<file path="config.mk">
export PLATFORM = sky130hd
export DESIGN_NAME = pc_fetch_unit
export DESIGN_NICKNAME = d
export VERILOG_FILES = /design/src/rtl/pc_fetch_unit.sv
export SDC_FILE = /design/constraint.sdc
export NUM_CORES = 1
export LEC_CHECK = 0
export BUFFER_PORTS_ARGS = -buffer_cell sky130_fd_sc_hd__buf_2
export CORE_ASPECT_RATIO = 0.75
export CORE_MARGIN = 4
export CORE_UTILIZATION = 42
export CTS_CLUSTER_DIAMETER = 60
export DETAILED_ROUTE_END_ITERATION = 7
export GPL_ROUTABILITY_DRIVEN = 0
export PLACE_DENSITY_LB_ADDON = 0.1
export SYNTH_ARGS = -nofsm -noshare
export SYNTH_HDL_FRONTEND = slang
export SYNTH_SLANG_ARGS = --single-unit
</file>
<file path="constraint.sdc">
create_clock -name CLK -period 1.5 [get_ports CLK]
set_clock_uncertainty 0.1 [all_clocks]
set_input_delay 0.075 -clock CLK [delete_from_list [all_inputs] [get_ports CLK]]
set_output_delay 0.075 -clock CLK [all_outputs]
set_load 0.02 [all_outputs]
</file>
<file path="src/rtl/pc_fetch_unit.sv">
// Fetch unit: holds the architectural PC, fetches one instruction at a time over req/gnt/rvalid
// and commits the branch logic's next PC on retire. Optional alignment fault: FETCH_ALIGN_CHECK_EN.
module pc_fetch_unit #(
   parameter logic [31:0] RESET_VECTOR = 32'h0000_0000,
   parameter int unsigned CNT_W        = 32
) (
   input  logic             CLK,
   input  logic             RST_N,
   output logic [31:0]      PC,
   input  logic [31:0]      NEXT_PC,
   input  logic             PC_LOAD,
   output logic             IMEM_REQ,
   output logic [31:0]      IMEM_ADDR,
   input  logic             IMEM_GNT,
   input  logic             IMEM_RVALID,
   input  logic [31:0]      IMEM_RDATA,
   output logic [31:0]      INSTR,
   output logic             INSTR_VALID,
   output logic [CNT_W-1:0] RET_CNT,
   output logic             FETCH_FAULT
);

   localparam int unsigned XLEN       = 32;
   localparam logic [XLEN-1:0] NOP    = 32'h0000_0013;
   localparam logic [XLEN-1:0] WMASK  = 32'hFFFF_FFFC;

`ifdef FETCH_ALIGN_CHECK_EN
   typedef enum logic [2:0] {S_BOOT, S_REQ, S_WAIT, S_HOLD, S_FAULT} state_e;
`else
   typedef enum logic [1:0] {S_BOOT, S_REQ, S_WAIT, S_HOLD} state_e;
`endif

   state_e            state_q, state_d;
   logic [XLEN-1:0]   pc_q, pc_d;
   logic [XLEN-1:0]   instr_q, instr_d;
   logic              valid_q, valid_d;
   logic              req_q, req_d;
   logic [CNT_W-1:0]  cnt_q, cnt_d;
   logic              fault_q, fault_d;

   // Next-state and registered-output logic; IMEM_REQ is high exactly while in REQ
   always_comb begin
      state_d = state_q;
      pc_d    = pc_q;
      instr_d = instr_q;
      valid_d = valid_q;
      cnt_d   = cnt_q;
      fault_d = fault_q;
      case (state_q)
         S_BOOT: state_d = S_REQ;
         S_REQ: begin
            if (IMEM_GNT) state_d = S_WAIT;
         end
         S_WAIT: begin
            if (IMEM_RVALID) begin
               instr_d = IMEM_RDATA;
               valid_d = 1'b1;
               state_d = S_HOLD;
            end
         end
         S_HOLD: begin
            if (PC_LOAD) begin
               valid_d = 1'b0;
               cnt_d   = cnt_q + CNT_W'(1);
               state_d = S_REQ;
`ifdef FETCH_ALIGN_CHECK_EN
               pc_d    = NEXT_PC;
               if (NEXT_PC[1:0] != 2'b00) begin
                  fault_d = 1'b1;
                  state_d = S_FAULT;
               end
`else
               pc_d    = NEXT_PC & WMASK;
`endif
            end
         end
`ifdef FETCH_ALIGN_CHECK_EN
         S_FAULT: state_d = S_FAULT;
`endif
         default: state_d = S_BOOT;
      endcase
      req_d = (state_d == S_REQ);
   end

   always_ff @(posedge CLK or negedge RST_N) begin
      if (!RST_N) begin
         state_q <= S_BOOT;
         pc_q    <= RESET_VECTOR;
         instr_q <= NOP;
         valid_q <= 1'b0;
         req_q   <= 1'b0;
         cnt_q   <= '0;
         fault_q <= 1'b0;
      end else begin
         state_q <= state_d;
         pc_q    <= pc_d;
         instr_q <= instr_d;
         valid_q <= valid_d;
         req_q   <= req_d;
         cnt_q   <= cnt_d;
         fault_q <= fault_d;
      end
   end

   assign PC          = pc_q;
   assign IMEM_ADDR   = pc_q;
   assign IMEM_REQ    = req_q;
   assign INSTR       = instr_q;
   assign INSTR_VALID = valid_q;
   assign RET_CNT     = cnt_q;
   assign FETCH_FAULT = fault_q;

endmodule

</file>
; ---- After elaboration in Yosys (flattened, before gate mapping)
; Index checks and enable logic that the tools add are counted.
[word_totals]
input_bits = 69
ramBits = 0
memories = 0
register_bits = 98
latchBits = 0
word_cells = 25
rom_bits = 0
[classes]
bitwise = 0
reduce_logical = 5
n_shift = 0
mux = 7
div_mod_pow = 0
order_cmp = 0
n_mul = 0
addsub = 1
n_eq_ne = 6
[ops]
columns = cell, count
row1 = 32-bit by 1-bit adder with 32-bit output (second input constant), 1
row2 = 2-bit case mux with 4 select lines, 1
row3 = 2-bit 2-to-1 mux, 3
row4 = 2-bit by 1-bit == test with 1-bit output (second input constant), 2
row5 = 2-bit == test (second input constant), 2
row6 = 2-bit != test (second input constant), 2
row7 = 2-bit AND reduction, 2
row8 = 3-bit AND reduction, 1
row9 = 2-bit logical NOT, 1
row10 = 1-bit 2-to-1 mux, 2
row11 = 1-bit case mux with 2 select lines, 1
row12 = 2-bit nonzero test, 1

; ---- Logic depth before layout (Yosys ltp)
[logic_depth]
depth_word = 3
depth_mapped = 6
mapped_depth_nobuf = 5

; ---- Worst setup path before layout
; Ideal clock, no wire load.
[synth_path]
kind = flip-flop to flip-flop
startpoint = register cnt_q[8] (netlist: RET_CNT[8])
endpoint = register cnt_q[25] (netlist: RET_CNT[25])
required_time_ns = 1.269
setup_ns = 0.131
path_stages_with_launch = 5
arrival_time_ns = 1.428
n_path_buf = 0
slack_ns = -0.159
synth_period_minus_slack_ns = 1.659
cell_sequence = dfrtp_1 nand3_1 nor4_4 nand4_1 xnor2_1
[synth_between]
elab_chain_len = 1
[synth_lines]
columns = element, line_no
row1 = from (decl), 38  ; logic [CNT_W-1:0] cnt_q, cnt_d;
row2 = from (signal assigned), 100  ; cnt_q <= cnt_d;
row3 = 32-bit by 1-bit adder with 32-bit output, 64  ; cnt_d = cnt_q + CNT_W'(1);
; Every way passes these cells.
; A chain may end at the register's enable or synchronous reset.

; ---- Worst setup path in the final report
[layout_path]
startpoint = register cnt_q[0] (netlist: RET_CNT[0])
endpoint = register cnt_q[15] (netlist: RET_CNT[15])
; The elaborated chain is that of the path after synthesis.

==> results.json <==
{
  "numClockSinks": 98,
  "fmax_ghz": 0.662,
  "cp-start-kind": "flip-flop",
  "clkPwrFrac_pct": 20.0,
  "p_int_uw": 6980,
  "ys_seq_area_share_pct": 57.8,
  "grt_max_degree": 38,
  "cp_data_arrival_time_ns": 1.63,
  "status": "finished, violations left",
  "cts-root-buf": "clkbuf_16",
  "p_leak_uw": 0.00350,
  "drtIter0Drc": 122,
  "final_max_slew_viol_count": 0,
  "maxCapViolations": 0,
  "die_w_um": 124,
  "synth_top_area_share_pct": 55.9,
  "crit_slowest_cell": "dfrtp_2",
  "clkTransAtPathRegs_ns": 0.06,
  "irDropWorstVdd_uv": 1150,
  "ys_warn_count": 0,
  "power.density_mw_per_mm2": 1800,
  "area_growth_pct": 52.7,
  "fp.dieH_um": 95.1,
  "dieArea_mm2": 0.0118,
  "worst_ep_required_time_ns": 1.62,
  "ioPinCount": 200,
  "dr.pass1.iters": 4,
  "yosysTopAreaCell": "dfrtp_1",
  "rsz0062_at_grt": "yes",
  "path_cells": "and4_4, nor3b_4, buf_12, nand4_1, xnor2_1",
  "vias_per_cell": 4.51,
  "synth_cells": 373,
  "initial_core_util_pct": 43.5,
  "antenna_found_initial": 0,
  "syn_area_mm2": 0.00425,
  "htree_levels": 3,
  "grt-ovfl-total": 0,
  "num_rows": 31,
  "clockBufferDepth": 2,
  "fin_total_pwr_uw": 11700,
  "pwr-share-seq_pct": 36.1,
  "max_stage_delay_ns": 0.37,
  "fin_tns_setup_ns": -0.0177,
  "ys_types": 34,
  "core_area_mm2": 0.00977,
  "ys_ff_latch": 98,
  "postSynthAreaPerCell_um2": 11.4,
  "finalHoldViolations": 0,
  "ys_async_sr_fraction_pct": 100,
  "worst_slack_ns": -0.00951,
  "finalSetupViolCount": 2,
  "path_class": "reg2reg",
  "ant_nets": 0,
  "port-buffer-count": 192,
  "wl_per_cell_um": 14.2,
  "combPwrFrac_pct": 43.9,
  "path_max_fanout": 9,
  "dpl-instance-area_mm2": 0.00544,
  "post-route-min-period_ns": 1.51,
  "drc_errors": 0,
  "cts_buffers": 9,
  "vias": 3502,
  "layout-drive-gt1-share_pct": 49.3,
  "synth-main-ff-cell": "dfrtp_1",
  "power_switching_uw": 4690,
  "synth_edf_count": 0,
  "hp-class": "in2async",
  "hpwlAfterDp_um": 7410,
  "grt_pass1_wl_um": 17000,
  "violations": "negative setup slack",
  "grtUsageTotal_pct": 18.5,
  "endpoint_kind": "flip-flop",
  "period_share_pct": 101,
  "switching_share_pct": 40.2,
  "wl_um": 11000,
  "ys_top_cells_by_area": "dfrtp_1 (56%), nand2_1 (9.5%), mux2_2 (8.5%), buf_4 (6.4%), xnor2_1 (4.7%)",
  "final_area_mm2": 0.00649,
  "clkLatencyLatePin_ns": 0.33,
  "grt_pass1_vias": 3464,
  "cts_tree": "yes",
  "layout.nets": 708
}
-- cells in the final DEF, fill, tap and decap left out, drive strengths merged, types with 2 or more instances in the layout --
master / synthesis / final
dfrtp: 95 / 95
mux2: 32 / 32
dfstp: 3 / 3
and3: 7 / 7
nor3: 2 / 2
clkinvlp: 0 / 2
and4: 4 / 4
conb: 1 / 5
nand4b: 3 / 3
nor2: 5 / 5
nand4: 10 / 10
nand3: 12 / 12
clkbuf: 8 / 12
xnor2: 23 / 23
dlygate4sd3: 0 / 65
nor4: 3 / 3
a21oi: 2 / 2
nand2: 107 / 107
buf: 40 / 233
xor2: 8 / 8
-- power groups by stage --
stage / sequential [µW] / combinational [µW] / clock, µW
after detailed placement: 4220 / 4940 / 0
after floorplan: 5400 / 2300 / 0
after global placement: 4160 / 4900 / 0
final: 4220 / 5120 / 2330
after CTS: 4200 / 5090 / 2420
after global routing: 4350 / 5570 / 2540
-- kinds of logic after synthesis --
logic type	Yosys count	synth area share, %
AND/OR/NAND/NOR	159	18.9
flip-flops	98	57.8
AO/OA/AOI/OAI	2	0.236
XOR/XNOR	31	6.39
buffers and inverters	49	7.77
multiplexers	32	8.48
adder cells (fa/ha/maj)	1	0.294
other	1	0.0883
-- per-layer routing --
metal  part of all wire [%]  GRT usage, %  up-vias  routed length (µm)
met1                     41          22.2     1642                4540
met4                    1.2          5.29        0                 136
met2                     50          32.3      134                5480
met5                      0             0        -                   0
met3                    7.7          5.75       12                 853
li1                       -             -     1714                   -
-- state kept, by name, indices dropped and copies added, names as in the netlist --
| register | count |
|---|---|
| IMEM_ADDR | 30 |
| IMEM_REQ | 1 |
| INSTR | 32 |
| INSTR_VALID | 1 |
| RET_CNT | 32 |
| state_q | 2 |
-- final timing paths --
check                                 start             to  slack, ns  cells past startpoint
worst max-delay path             RET_CNT[0]    RET_CNT[15]      -0.01                      5
worst min-delay path                  RST_N  IMEM_ADDR[22]       0.07                      2
worst max register to register   RET_CNT[0]    RET_CNT[15]      -0.01                      5
worst min register to register  INSTR_VALID    INSTR_VALID       0.37                      2
max in group asynchronous             RST_N       INSTR[0]       0.69                      3
min in group CLK                    PC_LOAD     RET_CNT[4]       0.13                      4
-- critical path, delay by kind of cell (launching register included) --
kind | cells | cell delay (ns)
and+or+nand+nor | 3 | 0.62
xor gates and xnor gates | 1 | 0.15
buffers and inverters | 1 | 0.15
DFF | 1 | 0.37
-- synth_stat cells, types with 2 or more instances --
| master | n |
|---|---|
| and4_1 | 4 |
| xor2_1 | 8 |
| and3_1 | 6 |
| nor4_4 | 2 |
| dfrtp_1 | 95 |
| nand4b_1 | 3 |
| clkbuf_1 | 8 |
| nand3_1 | 11 |
| dfstp_2 | 3 |
| nand2_1 | 107 |
| mux2_2 | 32 |
| nand4_1 | 8 |
| xnor2_1 | 23 |
| buf_4 | 36 |
| a21oi_1 | 2 |
| buf_2 | 3 |
| nor2_1 | 5 |
-- repair_timing --
| action | 4_1_cts | 5_1_grt |
|---|---|---|
| endpoints found under the setup margin | 10 | 18 |
| gates cloned | 0 | 1 |
| gates resized for setup | 4 | 8 |
| hold buffers | 65 | 0 |
| setup buffers | 0 | 2 |
| pin swaps | 0 | 5 |
| endpoints found under the hold margin | 161 | 0 |
-- final cells by class --
type                       count  area (µm²)
clock buffer                  12         256
clock inverter                 4        50.0
sequential                    98        2480
tap                          132         165
antenna                        1        2.50
timing repair buffer         298        1990
multi-input combinational    230        1540
fill                         786        3290
inverter                       1        3.75
-- per-stage QoR --
stage | utilization [%] | std cells | hold WS [ns] | worst slack (ns)
after floorplan | - | 377 | -0.321 | -0.0269
after global placement | 55.6 | 691 | -0.120 | -0.00219
after detailed placement | 55.6 | 691 | -0.119 | -0.0214
after CTS | 65.6 | 772 | 0.0552 | 0.00788
after global routing | 66.3 | 775 | 0.0828 | -0.0675
final | 66.4 | 776 | 0.0696 | -0.00951
No activity file was read; power rests on OpenSTA's default activity.
